$ cat src/rtl/iob_cache_bus_initiator.sv
// IOb bus initiator for the cache: one outstanding transaction,
// registered request fields, read-response timeout and sticky error flag.
module iob_cache_bus_initiator #(
    parameter int ADDR_W    = 32,
    parameter int DATA_W    = 32,
    parameter int TIMEOUT_W = 8
) (
    input  logic                clk_i,
    input  logic                arst_n_i,
    input  logic                cke_i,
    input  logic                cmd_valid_i,
    output logic                cmd_ready_o,
    input  logic [ADDR_W-1:0]   cmd_addr_i,
    input  logic [DATA_W-1:0]   cmd_wdata_i,
    input  logic [DATA_W/8-1:0] cmd_wstrb_i,
    input  logic [3:0]          cmd_acache_i,
    output logic                iob_avalid_o,
    output logic [ADDR_W-1:0]   iob_addr_o,
    output logic [DATA_W-1:0]   iob_wdata_o,
    output logic [DATA_W/8-1:0] iob_wstrb_o,
    output logic [3:0]          iob_acache_o,
    input  logic                iob_ready_i,
    input  logic                iob_rvalid_i,
    input  logic [DATA_W-1:0]   iob_rdata_i,
    output logic                rsp_valid_o,
    output logic [DATA_W-1:0]   rsp_rdata_o,
    output logic                rsp_err_o,
    input  logic                rsp_ready_i,
    output logic                err_o
);

    localparam int STRB_W = DATA_W / 8;

    localparam logic [1:0] IDLE  = 2'd0;
    localparam logic [1:0] REQ   = 2'd1;
    localparam logic [1:0] RWAIT = 2'd2;
    localparam logic [1:0] RSP   = 2'd3;

    localparam logic [TIMEOUT_W-1:0] CNT_ALL = '1;

    logic [1:0]           state_q,  state_d;
    logic [TIMEOUT_W-1:0] cnt_q,    cnt_d;
    logic [ADDR_W-1:0]    addr_q,   addr_d;
    logic [DATA_W-1:0]    wdata_q,  wdata_d;
    logic [STRB_W-1:0]    wstrb_q,  wstrb_d;
    logic [3:0]           acache_q, acache_d;
    logic [DATA_W-1:0]    rdata_q,  rdata_d;
    logic                 rerr_q,   rerr_d;
    logic                 err_q,    err_d;
    logic [TIMEOUT_W-1:0] cnt_inc;

    assign cnt_inc = cnt_q + TIMEOUT_W'(1);

    // Next-state and datapath: the timeout fires on the wait cycle in
    // which the counter reaches all ones, unless rvalid arrives then.
    always_comb begin
        state_d  = state_q;
        cnt_d    = cnt_q;
        addr_d   = addr_q;
        wdata_d  = wdata_q;
        wstrb_d  = wstrb_q;
        acache_d = acache_q;
        rdata_d  = rdata_q;
        rerr_d   = rerr_q;
        err_d    = err_q;
        unique case (state_q)
            IDLE: begin
                if (iob_rvalid_i) err_d = 1'b1;
                if (cmd_valid_i) begin
                    addr_d   = cmd_addr_i;
                    wdata_d  = cmd_wdata_i;
                    wstrb_d  = cmd_wstrb_i;
                    acache_d = cmd_acache_i;
                    state_d  = REQ;
                end
            end
            REQ: begin
                if (iob_rvalid_i) err_d = 1'b1;
                if (iob_ready_i) begin
                    cnt_d   = '0;
                    state_d = (|wstrb_q) ? IDLE : RWAIT;
                end
            end
            RWAIT: begin
                if (iob_rvalid_i) begin
                    rdata_d = iob_rdata_i;
                    rerr_d  = 1'b0;
                    state_d = RSP;
                end else begin
                    cnt_d = cnt_inc;
                    if (cnt_inc == CNT_ALL) begin
                        rdata_d = '0;
                        rerr_d  = 1'b1;
                        err_d   = 1'b1;
                        state_d = RSP;
                    end
                end
            end
            RSP: begin
                if (rsp_ready_i) state_d = IDLE;
            end
            default: state_d = IDLE;
        endcase
    end

    // State registers, frozen while the clock enable is low.
    always_ff @(posedge clk_i or negedge arst_n_i) begin
        if (!arst_n_i) begin
            state_q  <= IDLE;
            cnt_q    <= '0;
            addr_q   <= '0;
            wdata_q  <= '0;
            wstrb_q  <= '0;
            acache_q <= '0;
            rdata_q  <= '0;
            rerr_q   <= 1'b0;
            err_q    <= 1'b0;
        end else if (cke_i) begin
            state_q  <= state_d;
            cnt_q    <= cnt_d;
            addr_q   <= addr_d;
            wdata_q  <= wdata_d;
            wstrb_q  <= wstrb_d;
            acache_q <= acache_d;
            rdata_q  <= rdata_d;
            rerr_q   <= rerr_d;
            err_q    <= err_d;
        end
    end

    assign cmd_ready_o  = (state_q == IDLE);
    assign iob_avalid_o = (state_q == REQ);
    assign rsp_valid_o  = (state_q == RSP);
    assign iob_addr_o   = addr_q;
    assign iob_wdata_o  = wdata_q;
    assign iob_wstrb_o  = wstrb_q;
    assign iob_acache_o = acache_q;
    assign rsp_rdata_o  = rdata_q;
    assign rsp_err_o    = rerr_q;
    assign err_o        = err_q;

endmodule

$ cat config.mk
export PLATFORM = sky130hd
export DESIGN_NAME = iob_cache_bus_initiator
export DESIGN_NICKNAME = d
export VERILOG_FILES = /design/src/rtl/iob_cache_bus_initiator.sv
export SDC_FILE = /design/constraint.sdc
export NUM_CORES = 1
export LEC_CHECK = 0
export CORE_ASPECT_RATIO = 0.9
export CORE_MARGIN = 1.5
export CORE_UTILIZATION = 40
export DETAILED_ROUTE_END_ITERATION = 7
export PLACE_DENSITY_LB_ADDON = 0.3
export SETUP_SLACK_MARGIN = 0.02
export SLEW_MARGIN = 10
export SYNTH_ARGS = -nofsm -noshare
export SYNTH_HDL_FRONTEND = slang
export SYNTH_SLANG_ARGS = --single-unit
$ cat constraint.sdc
create_clock -name clk_i -period 2.5 [get_ports clk_i]
set_clock_uncertainty 0.15 [all_clocks]
set_input_delay 0.25 -clock clk_i [delete_from_list [all_inputs] [get_ports clk_i]]
set_output_delay 0.25 -clock clk_i [all_outputs]
set_load 0.01 [all_outputs]
Word-level counts from Yosys, hierarchy flattened:

Index checks and enable logic that the tools add are counted.
W data, S select, Z words.

* input bits: 111
* output and inout bits: 109
* flip-flop bits (word level): 116
* logic and storage cells: 49

* reductions and logical operators: 11
* mux-type cells: 17
* $add $sub $neg: 1
* equal/unequal tests: 11

Operators with widths (count)
* $mux W32: 2
* $mux W8: 2
* $pmux W8 S2: 1
* $mux W2: 6
* $reduce_and A5 Y1: 2
* $add A8 B1 Y8 const B: 1
* $eq A8 B8 Y1 const B: 1
* $pmux W2 S4: 1
* $ne A2 B1 Y1 const B: 3
* $ne A2 B2 Y1 const B: 3
* $reduce_and A3 Y1: 2
* $reduce_bool A2 Y1: 3
* $eq A2 B2 Y1 const B: 2
* $mux W1: 4
* $reduce_and A4 Y1: 1
* $reduce_or A4 Y1: 1
* $ne A3 B3 Y1 const B: 1
* $eq A2 B1 Y1 const B: 1
* $logic_not A2 Y1: 1
* $pmux W1 S2: 1
* $reduce_or A2 Y1: 1

Longest topological paths before layout:

* word-level depth: 5
* depth in mapped cells: 6
* gate-level depth less buffers: 5

Worst setup path before layout:

No wires, ideal clock.

* kind: reg-to-reg
* from: register cnt_q[0]
* to: register rdata_q[10] (netlist: rsp_rdata_o[10])
* path buffers: 1
* library setup time: 127 ps
* data arrival time: 1925 ps
* cell stages (with the launch flop): 7
* slack: 298 ps
* period minus slack after synthesis: 2202 ps
* data required time: 2223 ps
* cells stage by stage: dfrtp_1 > ha_1 > nand3_2 > or3_4 > a2111oi_4 > buf_6 > o21ai_1

* word-level cells in the longest chain between the ends: 4

Ends and longest elaborated chain
* start, declared: RTL line 42 `logic [TIMEOUT_W-1:0] cnt_q, cnt_d;`
* start signal, assigned: RTL line 120 `cnt_q <= cnt_d;`
* $add A8 B1 Y8: RTL line 52 `assign cnt_inc = cnt_q + TIMEOUT_W'(1);`
* $eq A8 B8 Y1: RTL line 91 `if (cnt_inc == CNT_ALL) begin`
* $reduce_bool A2 Y1 (no line)
* $reduce_and A3 Y1 (no line)
* end signal, assigned: RTL line 125 `rdata_q <= rdata_d;`
* end, declared: RTL line 47 `logic [DATA_W-1:0] rdata_q, rdata_d;`

No other way between the ends.
A chain may end at the register's enable or synchronous reset.

Worst setup path after layout:

* from: register cnt_q[0]
* to: register rdata_q[16] (netlist: rsp_rdata_o[16])

Same word-level chain as after synthesis.

==> metrics.log <==
INFO  metric outcome = finished, final reports clean
INFO  metric min_period_over_period = 0.896
INFO  metric cts.sink_count = 116
INFO  metric cp_max_fo = 35
INFO  metric grt_first_pass_wirelength = 20500 µm
INFO  metric worst_pin_slew = 0.521 ns
INFO  metric synthesized_nets = 483
INFO  metric cts_max_path_buffers = 2
INFO  metric die_h = 107 µm
INFO  metric cts_root_buffer = sky130_fd_sc_hd__clkbuf_16
INFO  metric synthToLayoutAreaGrowth = 63.9%
INFO  metric fp.coreArea = around 12000 µm²
INFO  metric drt-wirelength-per-cell = 16.5 µm
INFO  metric min-delay-path-class = in2async
INFO  metric power.ir.vdd_worst = between 0.7 and 0.8 mV
INFO  metric p_clk_frac = 0.315
INFO  metric pwr-share-comb = 0.340
INFO  metric ys_warn_count = 0
INFO  metric fin_worst_hold_slack = around 0.20 ns
INFO  metric detailroute.via_count = 3832
INFO  metric pin_count = 220
INFO  metric most-common-layout-cells = sky130_fd_sc_hd__clkdlybuf4s50_1, sky130_fd_sc_hd__dfrtp_1, sky130_fd_sc_hd__mux2_2
INFO  metric clkSlewWorstSetupHoldPaths = roughly 0.05 ns
INFO  metric first_global_vias = 4054
INFO  metric worst_ep_arrival_time = between 2 and 2.5 ns
INFO  metric cp_data_required_time = 2.63 ns
INFO  metric first_pass_iters = 5
INFO  metric critical_path.cell_chain = ha_1, nand3_2, or3_4, a2111oi_4, buf_12, o21ai_0
INFO  metric max_freq = 447 MHz
INFO  metric pwr_density_cell = 1090 nW/µm²
INFO  metric setup_tns = 0 ns
INFO  metric rsz_0062_raised_after_global_routing = false
INFO  metric worst_path_largest_cell_delay = roughly 0.41 ns
INFO  metric detailed_route_iter0_violations = approximately 200
INFO  metric tritoncts_clock_tree = done
INFO  metric synth-edff-count = 0
INFO  metric start_util = 0.415
INFO  metric netlist.top_cell.by_area = sky130_fd_sc_hd__dfrtp_1
INFO  metric postSynthAreaPerCell = between 10 and 15 µm²
INFO  metric total_power = 8.52 mW
INFO  metric p_leak = 3.23 nW
INFO  metric detail_route.drc_violations = 0
INFO  metric netlist.area_leader.share = 0.607
INFO  metric postCtsSetupBuffers = 0
INFO  metric startpoint_type = register
INFO  metric timing.final.setup_violations = 0
INFO  metric hpwl = roughly 8700 µm
INFO  metric drv_slew = 0
INFO  metric netlist_top_cells_area = sky130_fd_sc_hd__dfrtp_1, sky130_fd_sc_hd__mux2_2, sky130_fd_sc_hd__a22oi_1
INFO  metric layout.cells.most_common = sky130_fd_sc_hd__clkdlybuf4s50_1
INFO  metric buffer_ports.inserted = 219
INFO  metric synth_seq_area_share = 0.607
INFO  metric critical_path.top_delay_family = simple AND/OR/NAND/NOR gates
INFO  metric clock_tree.htree_level_count = 4
INFO  metric gp_congestion = roughly 0.75
INFO  metric cap_viol_max_count = 0
INFO  metric path_class = reg2reg
INFO  metric floorplan.die_area = 12600 µm²
INFO  metric cts_buffers = 17
INFO  metric layout-drive-gt1-share = 0.206
INFO  metric synth.ff_latch_count = 116
INFO  metric asyncSetResetFlopFracSynth = 1.00
INFO  metric slew_headroom = 0.650
INFO  metric hold_viol_final = 0
INFO  metric internal_power = 6.22 mW
INFO  metric min_period = about 2.2 ns
INFO  metric remaining_overflow_grt = 0
INFO  metric grt_max_degree = 64
INFO  metric critPathSlowestCell = sky130_fd_sc_hd__dfrtp_1
INFO  metric yosys.cell_types.count = 37
INFO  metric grt_antenna_before_repair = 0
INFO  metric antennaDiodeCount = 0
INFO  metric switching_share = 0.270
INFO  metric rows = 37
INFO  metric critPathBufInv = 1
INFO  metric die_x = 118 µm
INFO  metric antenna_left = 0
INFO  metric route.final.wire_length = 12600 µm
INFO  metric syn_area = between 4000 and 5000 µm²
INFO  metric quantity_of_gates_resized_following_cts = 0
INFO  metric worstSetupEndpointType = register
INFO  metric post_synth_inst_count = 370
INFO  metric clk_latency = roughly 0.4 ns
INFO  metric power.sequential.fraction = 0.345
INFO  metric routed_via_density = 5.02
INFO  metric total_switching_power = 2.30 mW
INFO  metric synth_flop_cell = sky130_fd_sc_hd__dfrtp_1
INFO  metric finish.net_count = 707
INFO  metric grt.total_usage = 0.208
==> repair_timing <==
action	CTS	global route
endpoints found under the setup margin	0	0
hold endpoints to repair	36	0
hold buffers	1	0
==> cell families (layout without fill, tap and decap cells) <==
family,after synthesis,count (layout),share of synthesized area
muxes,74,74,0.174
and+or+nand+nor,61,61,0.0597
adders and majority gates,2,2,0.00523
AOI/OAI and AO/OA,87,87,0.122
buffers and inverters,27,264,0.0259
xor gates and xnor gates,3,3,0.00550
DFF,116,116,0.607
==> final timing paths <==
kind | depth (start not counted) | end | slack (ns) | start
worst min-delay path | 2 | rsp_rdata_o[23] | 0.20 | arst_n_i
worst max register to register | 6 | rsp_rdata_o[16] | 0.26 | cnt_q[0]
max in group asynchronous | 3 | iob_wdata_o[12] | 1.31 | arst_n_i
worst min register to register | 1 | rsp_err_o | 0.35 | rsp_err_o
worst max-delay path | 6 | rsp_rdata_o[16] | 0.26 | cnt_q[0]
min in group clk_i | 2 | iob_wdata_o[5] | 0.30 | cmd_wdata_i[5]
==> area by class of cell <==
type	instances	area, µm²
tap	156	195
inverter	4	15.0
multi-input combinational	227	1760
timing repair buffer	228	2310
clock inverter	13	204
clock buffer	19	453
fill	804	3690
sequential	116	2900
==> flip-flops by register name, indices dropped and copies added (netlist names), named ones only <==
register,count
iob_wdata_o,32
rsp_rdata_o,32
rsp_err_o,1
state_q,1
iob_acache_o,4
err_o,1
iob_wstrb_o,4
iob_addr_o,32
cnt_q,8
==> layer usage <==
metal | GRT usage | vias to the layer above | part of all wire
li1 | - | 1781 | -
met1 | 0.240 | 1841 | 0.40
met2 | 0.328 | 187 | 0.47
met3 | 0.103 | 23 | 0.11
met4 | 0.0906 | 0 | 0.021
met5 | 0 | - | 0
==> cells in the mapped netlist, types with 2 or more instances <==
library cell / count
sky130_fd_sc_hd__a21o_1: 2
sky130_fd_sc_hd__a22oi_1: 32
sky130_fd_sc_hd__and3_1: 2
sky130_fd_sc_hd__buf_6: 3
sky130_fd_sc_hd__clkbuf_1: 20
sky130_fd_sc_hd__dfrtp_1: 116
sky130_fd_sc_hd__ha_1: 2
sky130_fd_sc_hd__inv_1: 4
sky130_fd_sc_hd__mux2_2: 74
sky130_fd_sc_hd__nand2_1: 39
sky130_fd_sc_hd__nand3_1: 2
sky130_fd_sc_hd__nor2_1: 6
sky130_fd_sc_hd__nor2b_1: 2
sky130_fd_sc_hd__o21ai_0: 31
sky130_fd_sc_hd__o21ai_1: 8
sky130_fd_sc_hd__o21ai_2: 3
sky130_fd_sc_hd__o31ai_1: 2
sky130_fd_sc_hd__xnor2_1: 3
==> power by group through the flow <==
| stage | Combinational, mW | Sequential, mW | Clock [mW] |
|---|---|---|---|
| floorplan | 0.834 | 3.22 | 0 |
| global placement | 2.87 | 2.92 | 0 |
| detailed placement | 2.91 | 2.97 | 0 |
| CTS | 2.94 | 2.95 | 2.73 |
| global route | 3.08 | 3.04 | 2.82 |
| finish | 2.90 | 2.94 | 2.68 |
==> stage by stage <==
stage / cell area (µm²) / worst slack [ns] / cells / util
floorplan: 4780 / 0.298 / 370 / -
global placement: 7170 / 0.338 / 730 / 0.622
detailed placement: 7170 / 0.245 / 730 / 0.622
CTS: 7840 / 0.247 / 763 / 0.680
global route: 7840 / 0.0945 / 763 / 0.680
finish: 7840 / 0.261 / 763 / 0.680
No activity file was read; power rests on OpenSTA's default activity.
==> edit 1, RTL diff (config.mk and constraints unchanged) <==
Reset style: synchronous (`arst_n_i`), changed in one clocked block.
--- a/src/rtl/iob_cache_bus_initiator.sv
+++ b/src/rtl/iob_cache_bus_initiator.sv
@@ -104,7 +104,7 @@
     end
 
     // State registers, frozen while the clock enable is low.
-    always_ff @(posedge clk_i or negedge arst_n_i) begin
+    always_ff @(posedge clk_i) begin
         if (!arst_n_i) begin
             state_q  <= IDLE;
             cnt_q    <= '0;
Function: differs if arst_n_i is asserted again (counterexample within 4 cycles, from zero or initial values and one cycle with arst_n_i low); with arst_n_i held inactive, the same outputs for 4 cycles.
==> edit 1 against the original RTL <==
  * Area after synthesis shrank 5.9%
  * Maximum frequency shrank 1.6%
  * Critical endpoint is now rsp_rdata_o[26]
  * Wire length grew 11%
  * Highest routed layer unchanged
  * Non-clock buffer count grew 3
  * Sequential cell count is the same
  * Setup slack lost 36 ps
  * Final area shrank 4.2%
Power is not compared: it rests on default switching activity, and its combinational part moved more than twofold at a synthesized area within 25%.
==> edit 1: results (changes against the original RTL) <==
The run finished with clean final reports. For the global-route wire length before repair, the log shows 22200 µm (+8.6%). The worst hold path belongs to the class primary input to flop.

The number of antenna diodes was 0 (unchanged); the fraction of final layout cells sized beyond drive strength 1 was 6.59% (-14 points). By area the synthesized netlist is led by sky130_fd_sc_hd__dfxtp_1, sky130_fd_sc_hd__nand2_1, sky130_fd_sc_hd__a21oi_1, sky130_fd_sc_hd__a311oi_1, sky130_fd_sc_hd__clkbuf_1. The count of distinct cell types in the synthesized netlist was 40 (+8.1%); the share of synthesized registers carrying an async set or reset was 0% (-100 points). The sequential share of the synthesized area is 51.6% (-9.1 points).

The number of I/O port buffers is 219 (unchanged). Compound-cell area share of the yosys netlist: 21.6% (+9.3 points). The portion of netlist area occupied by mux cells was 0.250% (-17 points); the global placement routability congestion was 0.830 (+11%). The worst-case setup slack after placement was 247 ps (+2.12 ps); the per-cell via count in the routed design was 5.10 (+1.5%).

The critical path ends at rsp_rdata_o[26]. The maximum clock insertion buffer count came out at 2 (unchanged). The global router's overall resource usage is 23.3% (+2.5 points), and the worst reg-to-reg path cell count is 7 (+1). The wire length after detailed routing was 14000 µm (+11%). The fraction of synthesized cell area in xor and xnor cells works out to 0.195% (-0.35 points). Critical path launch point type: a flop. The adder-cell area share of the yosys netlist was 0.556% (+0.033 points); the number of gates given a new drive strength after cts was 0 (unchanged). The measured slew at the worst slew-check pin was 398 ps (-123 ps). After synthesis, the largest family of logic cells by area is compound AO/OA/AOI/OAI gates. The family of cells with the greatest summed delay on the critical path is simple AND/OR/NAND/NOR gates. The hold-critical path depth came out at 3.

In the synthesized netlist, the cells that appear most often are sky130_fd_sc_hd__nand2_1, sky130_fd_sc_hd__dfxtp_1, sky130_fd_sc_hd__a21oi_1, sky130_fd_sc_hd__clkbuf_1, sky130_fd_sc_hd__a311oi_1. Switching power: 1.20 mW. The logs give 4 (unchanged) for the H-tree depth and 0 (unchanged) for the total setup buffers inserted after CTS. Clock tree synthesis selected as its root buffer the cell sky130_fd_sc_hd__clkbuf_16. The clock transition at the register clock pins on the worst setup and hold paths after CTS was 60 ps; the length of the first detailed-routing pass in iterations was 4 (-1). The count of warnings emitted by yosys was 0 (unchanged); the data arrival at the endpoint of the critical path was 2380 ps (+20 ps). The launching point of the worst reg2reg path was cnt_q[0]. The maximum cell stage delay along the critical path came out at 360 ps (-50 ps). The synthesized netlist net count was 669 (+39%); the highest net fanout along the worst path was 32 (-8.6%). Fill cell total of the finished layout: 886 (+10%). The sum of net half-perimeters after detailed placement is 9850 µm (+13%), and the DRC marker count from the first detailed-route iteration is 384 (+88%).

The largest net degree at the start of global routing is 66 (+3.1%), and the leakage power summed over all cells is 2.59 nW. The tools report the number of buffers inserted during clock tree synthesis as 17 (unchanged). The via count of the first global-routing pass was 4541 (+12%). The number of antenna violations at the first check in global routing is 0 (unchanged).

For the number of nets in the final layout, the log shows 874 (+24%). Master of the slowest instance on the critical path: sky130_fd_sc_hd__dfxtp_1.
## edit 1: final cells by class
type | instances | share of cell area (%)
Clock inverter | 13 | 2.58
Timing Repair Buffer | 231 | 31.6
Tap cell | 152 | 2.53
Multi-Input combinational cell | 391 | 26.2
Sequential cell | 116 | 30.9
Clock buffer | 19 | 6.03
Inverter | 4 | 0.200
## edit 1: kinds of logic after synthesis
group / Yosys count
xor gates and xnor gates: 1
and+or+nand+nor: 224
adders and majority gates: 2
muxes: 1
AOI/OAI and AO/OA: 163
buffers and inverters: 49
DFF: 116
## edit 1: worst min-delay path by stage
stage | slack (ps) | start | endpoint
6_report | 250 | cmd_acache_i[2] | iob_acache_o[2]
5_1_grt | 240 | cmd_addr_i[11] | iob_addr_o[11]
4_1_cts | 240 | cmd_addr_i[18] | iob_addr_o[18]
3_5_place_dp | 300 | iob_wdata_o[0] | iob_wdata_o[0]
3_3_place_gp | 290 | iob_wdata_o[22] | iob_wdata_o[22]
2_1_floorplan | 240 | cmd_acache_i[0] | iob_acache_o[0]
## edit 1: metal layers
layer / routed length [µm] / GRT usage (%)
met1: 5630 / 27.2
met2: 7210 / 40.7
met4: 265 / 8.02
met3: 888 / 6.50
met5: 0 / 0
## edit 1: worst reg2reg max path, delay by kind of cell, from the launching register on
family	cells	cell delay [ps]
AO/OA/AOI/OAI	2	410
AND/OR/NAND/NOR	3	770
flip-flops	1	360
buffers and inverters	1	200
adder cells (fa/ha/maj)	1	260
## edit 1: through the flow
step | utilization (%) | area (µm²) | power, mW | cells
after floorplan | - | 4500 | 2.24 | 556
after global placement | 63.0 | 6860 | 2.63 | 894
after detailed placement | 63.0 | 6860 | 2.65 | 894
after CTS | 68.9 | 7510 | 5.26 | 926
after global routing | 68.9 | 7510 | 5.42 | 926
final | 68.9 | 7510 | 5.23 | 926
## edit 1: power by group through the flow
stage	clock network [mW]	registers, mW	logic (mW)
after global placement	0	2.00	0.627
after global routing	2.76	1.98	0.688
after floorplan	0	2.03	0.208
after detailed placement	0	2.01	0.639
after CTS	2.65	1.97	0.643
final	2.62	1.97	0.639
==> edit 2, RTL diff (same settings) <==
Without the edit above. Change the parameter `DATA_W` from 32 to 28.
--- a/src/rtl/iob_cache_bus_initiator.sv
+++ b/src/rtl/iob_cache_bus_initiator.sv
@@ -2,7 +2,7 @@
 // registered request fields, read-response timeout and sticky error flag.
 module iob_cache_bus_initiator #(
     parameter int ADDR_W    = 32,
-    parameter int DATA_W    = 32,
+    parameter int DATA_W    = 28,
     parameter int TIMEOUT_W = 8
 ) (
     input  logic                clk_i,
Interface: changed (6 resized); port bits go from 220 to 202. No check against the original RTL was run, so the function may have changed too.
==> edit 2 against the original RTL <==
  * Non-clock buffer count down 17
  * Setup slack got worse by 16 ps
  * Maximum frequency fell by 0.72%
  * Total power down 16%
  * First-iteration DRC count increased by 15%
  * Sequential cell count decreased by 9
  * Final area is 8.6% lower
  * Area after synthesis down 2.9%
  * Wire length decreased by 7.7%
  * Via count decreased by 5.2%
==> edit 2: results (changes against the original RTL) <==
The clock transition at the register clock pins on the worst setup and hold paths after CTS is 70 ps (+20 ps). The number of I/O port buffers came out at 201 (-8.2%). The count of non-CTS inverters in the layout came out at 3 (-1).

The worst-case setup slack after placement is 257 ps (+12.1 ps). The logs give 68 (+6.3%) for the largest net degree at the start of global routing and 19000 µm (-7.0%) for the global-route wire length before repair. For the max-slew headroom at the worst pin, the log shows 51.5% (-14 points). The synthesized netlist net count is 485 (+0.41%), and the relative area of clock buffers and inverters in the final design is 4.64% (-3.7 points). The placed instance count is 722 (-1.1%), and the global-route met2 utilization is 32.0% (-0.79 points).

The run gives 3823 (-5.7%) as the via count of the first global-routing pass. Ranked by total cell area, the synthesized netlist is headed by sky130_fd_sc_hd__dfrtp_1, sky130_fd_sc_hd__mux2_2, sky130_fd_sc_hd__o21ai_0, sky130_fd_sc_hd__and3_1, sky130_fd_sc_hd__nand2b_1. The number of nets in the final layout was 682 (-3.5%); the highest net fanout along the worst path was 21 (-40%). The tools report the data arrival at the endpoint of the critical path as 2330 ps (-30 ps).

The fraction of final layout cells sized beyond drive strength 1 was 16.8% (-3.8 points); the cell count after synthesis was 381 (+3.0%). For the achievable frequency, the log shows 443 MHz (-0.72%). The run gives 348 ps (+149 ps) as the post-route worst hold slack. The logs give 20.0% (-0.76 points) for the global router's overall resource usage and 11.6% (+1.3 points) for the met3 usage in global routing. The later-pin clock latency in the skew report was 350 ps (-60 ps); the cell area after placement was 0.00682 mm² (-4.9%).

The final-layout clock buffer total is 10 (-9), and the power per cell area is 1000 mW/mm² (-7.6%). The flow ran to the end, and the final reports show no timing, DRC or antenna violations. The number of buffers inserted during clock tree synthesis was 9 (-8). The sum of net half-perimeters after detailed placement was 8170 µm (-6.3%); the non-clock buffer contribution to total cell area was 29.5% (about the same).

For the H-tree depth, the log shows 3 (-1). Peak supply drop: 0.000794 V (+5.9%). The count of distinct cell types in the synthesized netlist is 39 (+5.4%). The fill cell total of the finished layout is 933 (+16%), and the met1 capacity usage during global routing is 23.2% (-0.82 points). After synthesis, the most frequently instantiated cells are sky130_fd_sc_hd__dfrtp_1, sky130_fd_sc_hd__mux2_2, sky130_fd_sc_hd__o21ai_0, sky130_fd_sc_hd__a21oi_1, sky130_fd_sc_hd__and3_1.
[edit 2: worst max-delay path: stages (launching register included)]
cell,delay [ps]
sky130_fd_sc_hd__dfrtp_1,420
sky130_fd_sc_hd__ha_1,260
sky130_fd_sc_hd__nand3_2,120
sky130_fd_sc_hd__or3_1,370
sky130_fd_sc_hd__a2111oi_4,380
sky130_fd_sc_hd__buf_4,280
sky130_fd_sc_hd__o21ai_0,130
[edit 2: cell families after synthesis]
family / count (synthesis) / synth area share [%]
buffers and inverters: 28 / 2.96
AOI/OAI and AO/OA: 81 / 9.94
xor gates and xnor gates: 2 / 0.377
DFF: 107 / 57.7
muxes: 68 / 16.5
adders and majority gates: 2 / 0.539
and+or+nand+nor: 93 / 12.1
[edit 2: power breakdown]
group          switching [mW]  internal [mW]
logic                    1.05           1.81
clock network           0.650          0.914
registers               0.401           2.37
[edit 2: per-layer routing]
layer  wire length, µm  up-vias
met1              4620     1729
met4               138        0
met5                 0        -
li1                  -     1744
met3              1410       16
met2              5460      142
